`src/rtl/gin_id_config_ctrl.sv`:
```
// GIN multicast ID configuration controller: sweeps a stream of IDs into
// NUM_NODES nodes, one registered one-hot set_id strobe per accepted ID,
// then enables GIN traffic once every node has been programmed.
`ifndef XID_BITS
`define XID_BITS 8
`endif

module gin_id_config_ctrl #(
  parameter int unsigned NUM_NODES = 12,
  parameter int unsigned ID_SIZE   = `XID_BITS
) (
  input  logic                         clk,
  input  logic                         rst,
  input  logic                         cfg_start,
  input  logic                         cfg_abort,
  input  logic                         cfg_valid,
  input  logic [ID_SIZE-1:0]           cfg_id,
  output logic                         cfg_ready,
  output logic [NUM_NODES-1:0]         set_id,
  output logic [ID_SIZE-1:0]           id_out,
  output logic [$clog2(NUM_NODES)-1:0] node_idx,
  output logic                         busy,
  output logic                         done,
  output logic                         net_en
);

  localparam int unsigned IDX_W = $clog2(NUM_NODES);
  localparam logic [IDX_W-1:0] LAST_IDX = IDX_W'(NUM_NODES - 1);

  typedef enum logic [1:0] {
    IDLE = 2'd0,
    LOAD = 2'd1,
    DONE = 2'd2
  } state_t;

  state_t               state, state_n;
  logic [NUM_NODES-1:0] set_id_n;
  logic [ID_SIZE-1:0]   id_out_n;
  logic [IDX_W-1:0]     node_idx_n;
  logic                 done_n;
  logic                 net_en_n;

  // Ready is the only combinational output: accept IDs only while loading.
  assign cfg_ready = (state == LOAD);

  // State and all state-derived outputs, cleared asynchronously on reset.
  always_ff @(posedge clk or posedge rst) begin
    if (rst) begin
      state    <= IDLE;
      set_id   <= '0;
      id_out   <= '0;
      node_idx <= '0;
      busy     <= 1'b0;
      done     <= 1'b0;
      net_en   <= 1'b0;
    end else begin
      state    <= state_n;
      set_id   <= set_id_n;
      id_out   <= id_out_n;
      node_idx <= node_idx_n;
      busy     <= (state_n == LOAD);
      done     <= done_n;
      net_en   <= net_en_n;
    end
  end

  // Next-state and next-output logic; set_id defaults to zero so each
  // strobe lasts exactly one cycle after its transfer.
  always_comb begin
    state_n    = state;
    set_id_n   = '0;
    id_out_n   = id_out;
    node_idx_n = node_idx;
    done_n     = done;
    net_en_n   = net_en;

    unique case (state)
      IDLE: begin
        if (cfg_start) begin
          state_n    = LOAD;
          node_idx_n = '0;
          done_n     = 1'b0;
          net_en_n   = 1'b0;
        end
      end

      LOAD: begin
        // Abort takes priority over a simultaneous transfer.
        if (cfg_abort) begin
          state_n    = IDLE;
          node_idx_n = '0;
          done_n     = 1'b0;
          net_en_n   = 1'b0;
        end else if (cfg_valid) begin
          set_id_n = NUM_NODES'(1) << node_idx;
          id_out_n = cfg_id;
          if (node_idx == LAST_IDX) begin
            state_n    = DONE;
            node_idx_n = '0;
            done_n     = 1'b1;
            net_en_n   = 1'b1;
          end else begin
            node_idx_n = node_idx + IDX_W'(1);
          end
        end
      end

      DONE: begin
        // Restart a sweep; previously loaded node IDs are left alone.
        if (cfg_start) begin
          state_n    = LOAD;
          node_idx_n = '0;
          done_n     = 1'b0;
          net_en_n   = 1'b0;
        end
      end

      default: begin
        state_n    = IDLE;
        node_idx_n = '0;
        done_n     = 1'b0;
        net_en_n   = 1'b0;
      end
    endcase
  end

endmodule
```
`config.mk`:
```
export PLATFORM = sky130hd
export DESIGN_NAME = gin_id_config_ctrl
export DESIGN_NICKNAME = d
export VERILOG_FILES = /design/src/rtl/gin_id_config_ctrl.sv
export SDC_FILE = /design/constraint.sdc
export NUM_CORES = 1
export LEC_CHECK = 0
export BUFFER_PORTS_ARGS = -buffer_cell sky130_fd_sc_hd__buf_2
export CORE_MARGIN = 10
export CORE_UTILIZATION = 35
export DETAILED_ROUTE_END_ITERATION = 16
export GPL_TIMING_DRIVEN = 0
export PLACE_DENSITY = 0.58
export SYNTH_ARGS = -nofsm -noshare
export SYNTH_HDL_FRONTEND = slang
export SYNTH_SLANG_ARGS = --single-unit
```
`constraint.sdc`:
```
create_clock -name clk -period 2.55 [get_ports clk]
set_clock_uncertainty 0.05 [all_clocks]
set_input_delay 0.1275 -clock clk [delete_from_list [all_inputs] [get_ports clk]]
set_output_delay 0.1275 -clock clk [all_outputs]
set_load 0.01 [all_outputs]
```
==> flow_metrics.env <==
export IMPL_synth_seq_cells=28
export IMPL_cpMostUsedCell="ha_1"
export IMPL_vias=950
export IMPL_viasPerCell=4.59
export IMPL_drc=0
export IMPL_fin_ws_ns=1.03
export IMPL_multi_input_area_um2=433
export IMPL_synth_cells=109
export IMPL_ys_warn_count=0
export IMPL_netlist_area_mm2=0.00118
export IMPL_ios=41
export IMPL_firstDrtPassIters=3
export IMPL_cts_setup_buffers=0
export IMPL_slew_violations=0
export IMPL_grt_ovfl_total=0
export IMPL_cts_root_buffer="clkbuf_4"
export IMPL_crit_required_ns=2.78
export IMPL_power_density_mw_per_mm2=610
export IMPL_clk_pin_slew_ns=0.15
export IMPL_finalSetupViolations=0
export IMPL_rows=21
export IMPL_worstMarginPinSlew_ns=1.04
export IMPL_grt_pass1_vias=1002
export IMPL_drive_gt1_share_pct=30.4
export IMPL_p_leak_nw=0.912
export IMPL_critical_path_endpoint_type="flop"
export IMPL_rsz0062_at_grt="false"
export IMPL_place_area_mm2=0.00144
export IMPL_rr_worst_depth=4
export IMPL_antenna_cells=0
export IMPL_cts_tree="built"
export IMPL_critPathMaxStageDelay_ns=0.48
export IMPL_syn_to_final_growth_pct=33.1
export IMPL_clkSinkCount=28
export IMPL_fmax_mhz=657
export IMPL_crit_path_start="node_idx[0]"
export IMPL_grt_util_all_layers_pct=8.79
export IMPL_htreeDepth=1
export IMPL_synth_net_count=128
export IMPL_wl_per_cell_um=12.9
export IMPL_regArea_um2=701
export IMPL_slew_headroom_pct=30.7
export IMPL_crit_type="reg2reg"
export IMPL_worst_path_stages=4
export IMPL_drt_wl_total_mm=2.67
export IMPL_cp_start_kind="flop"
export IMPL_yosysSeqAreaShare_pct=59.3
export IMPL_layout_min_cycle_time_ns=1.52
export IMPL_peakVddDrop_uv=262
export IMPL_layout_cell_area_non_filler_mm2=0.00157
export IMPL_postSynthAreaPerCell_um2=10.8
export IMPL_final_net_count=181
export IMPL_cts_buffer_depth=2
export IMPL_core_mm2=0.00331
export IMPL_grt_antenna_before_repair=0
export IMPL_grt_max_degree=29
export IMPL_violations="negative hold slack"
export IMPL_arrival_ns=1.75
export IMPL_port_buffers=40
export IMPL_clock_latency_ns=0.32
export IMPL_status="complete, but fails checks"
export IMPL_fin_setup_tns_ns=0
export IMPL_post_route_period_util_pct=59.7
export IMPL_die_width_um=78.1
export IMPL_crit_chain="ha_1 -> ha_1 -> a311oi_1 -> a21o_1"
export IMPL_reg2reg_from="node_idx[0]"
export IMPL_pre_cts_slack_ns=1.04
export IMPL_ant_nets=0
export IMPL_cts_made_buffers=3
export IMPL_drt_iter0_drc=52
export IMPL_die_area_mm2=0.00610
export IMPL_crit_slowest_cell="dfrtp_1"
export IMPL_start_util_pct=35.7
export IMPL_fp_dieH_um=78.1
export IMPL_hold_slack_ns=-0.0197
export IMPL_nFillCells=329
export IMPL_grt_pass1_wl_mm=4.46
export IMPL_drv_cap=0
export IMPL_min_path_type="in2async"
export IMPL_cp_top_family="adder cells"
export IMPL_hpwl_mm=2.05
export IMPL_synth_cell_type_count=27
export IMPL_cp_num_buf_inv=0
export IMPL_crit_fanout=7
export IMPL_place_gp_congestion=0.768
export IMPL_finalHoldViolations=28
==> per-layer routing <==
metal  share of wire [%]  routed length, um  global-route usage [%]  vias to the layer above
met4                0.86                 23                    3.76                        0
met2                  44               1180                    13.8                       30
met1                  46               1240                    10.5                      450
met3                 8.6                228                    3.30                        2
met5                   0                  0                       0                        -
li1                    -                  -                       -                      468
==> area by class of cell <==
type	count	area share [%]
multi-input cells	71	27.5
clock inverters	1	1.91
clock buffers	3	1.43
repair buffers	48	17.8
well taps	46	3.66
plain buffers	5	1.83
inverters	5	1.19
flip-flops and latches	28	44.6
==> worst register-to-register path, stage by stage, from the launching register on <==
cell and delay (ns):
dfrtp_1 0.48, ha_1 0.31, ha_1 0.30, a311oi_1 0.24
a21o_1 0.11
==> final timing paths <==
kind | slack (ns) | endpoint
max | 1.03 | node_idx[2]
min | -0.02 | id_out[2]
max reg2reg | 1.03 | node_idx[2]
min reg2reg | 0.44 | id_out[7]
max in group asynchronous | 1.84 | set_id[11]
min in group clk | 0.05 | busy
==> power breakdown <==
part	switching, mW	internal [mW]	leakage (nW)
clock	0.124	0.159	0.0279
sequential	0.0217	0.485	0.374
combinational	0.0960	0.0737	0.510
==> cells in the mapped netlist <==
| cell type | n | area, um^2 |
|---|---|---|
| dfrtp_1 | 28 | 701 |
| nand2_1 | 27 | 101 |
| and2_1 | 8 | 50.1 |
| ha_1 | 6 | 75.1 |
| and3_1 | 5 | 31.3 |
| inv_1 | 5 | 18.8 |
| nand4_1 | 3 | 18.8 |
| nor2_1 | 3 | 11.3 |
| a21o_1 | 2 | 15.0 |
| a311oi_1 | 2 | 17.5 |
| buf_2 | 2 | 10.0 |
| buf_4 | 2 | 15.0 |
| o21ai_0 | 2 | 10.0 |
| a22o_1 | 1 | 8.76 |
| a22oi_1 | 1 | 7.51 |
| and4bb_2 | 1 | 12.5 |
| clkbuf_1 | 1 | 3.75 |
| nand3_1 | 1 | 5.00 |
| nand4b_1 | 1 | 8.76 |
| nand4bb_1 | 1 | 11.3 |
| nor2b_1 | 1 | 6.26 |
| nor3_1 | 1 | 5.00 |
| nor3b_1 | 1 | 7.51 |
| o22a_1 | 1 | 8.76 |
| o22ai_1 | 1 | 6.26 |
| or3_1 | 1 | 6.26 |
| or3b_1 | 1 | 8.76 |
==> stage by stage <==
stage / util, % / hold WS (ns) / std cells / total power, mW
detailed placement: 43.5 / 0.275 / 195 / 0.682
CTS: 47.5 / 0.0211 / 207 / 0.978
floorplan: - / 0.143 / 109 / 0.604
finish: 47.5 / -0.0197 / 207 / 0.959
global route: 47.5 / 0.0519 / 207 / 1.02
global placement: 43.5 / 0.272 / 195 / 0.676
==> flip-flops by register name, indices dropped and copies added, names as in the netlist <==
register  cells
node_idx      4
state         2
id_out        8
set_id       12
busy          1
net_en        1
==> cell families (layout without fill, tap and decap cells) <==
kind of cell    Yosys count  after routing  synth area share (%)
flops                    28             28                  59.3
fa+ha+maj                 6              6                  6.36
compound gates           10             10                  6.25
simple gates             55             55                  24.0
buf+inv                  10             62                  4.02
==> placed cells by master (no fill, tap or decap), types with 2 or more instances in the layout <==
master,netlist,routed
buf_2,2,42
dfrtp_1,28,28
nand2_1,27,27
and2_1,8,8
dlygate4sd3_1,0,8
ha_1,6,6
inv_1,5,5
and3_1,5,5
nand4_1,3,3
nor2_1,3,3
clkbuf_4,0,3
buf_4,2,2
a311oi_1,2,2
a21o_1,2,2
o21ai_0,2,2
==> timing repair <==
item,4_1_cts,5_1_grt
hold buffers,8,0
endpoints found under the setup margin,0,0
resized for setup,0,0
hold endpoints to repair,8,0
Power figures use the tool's default switching activity.
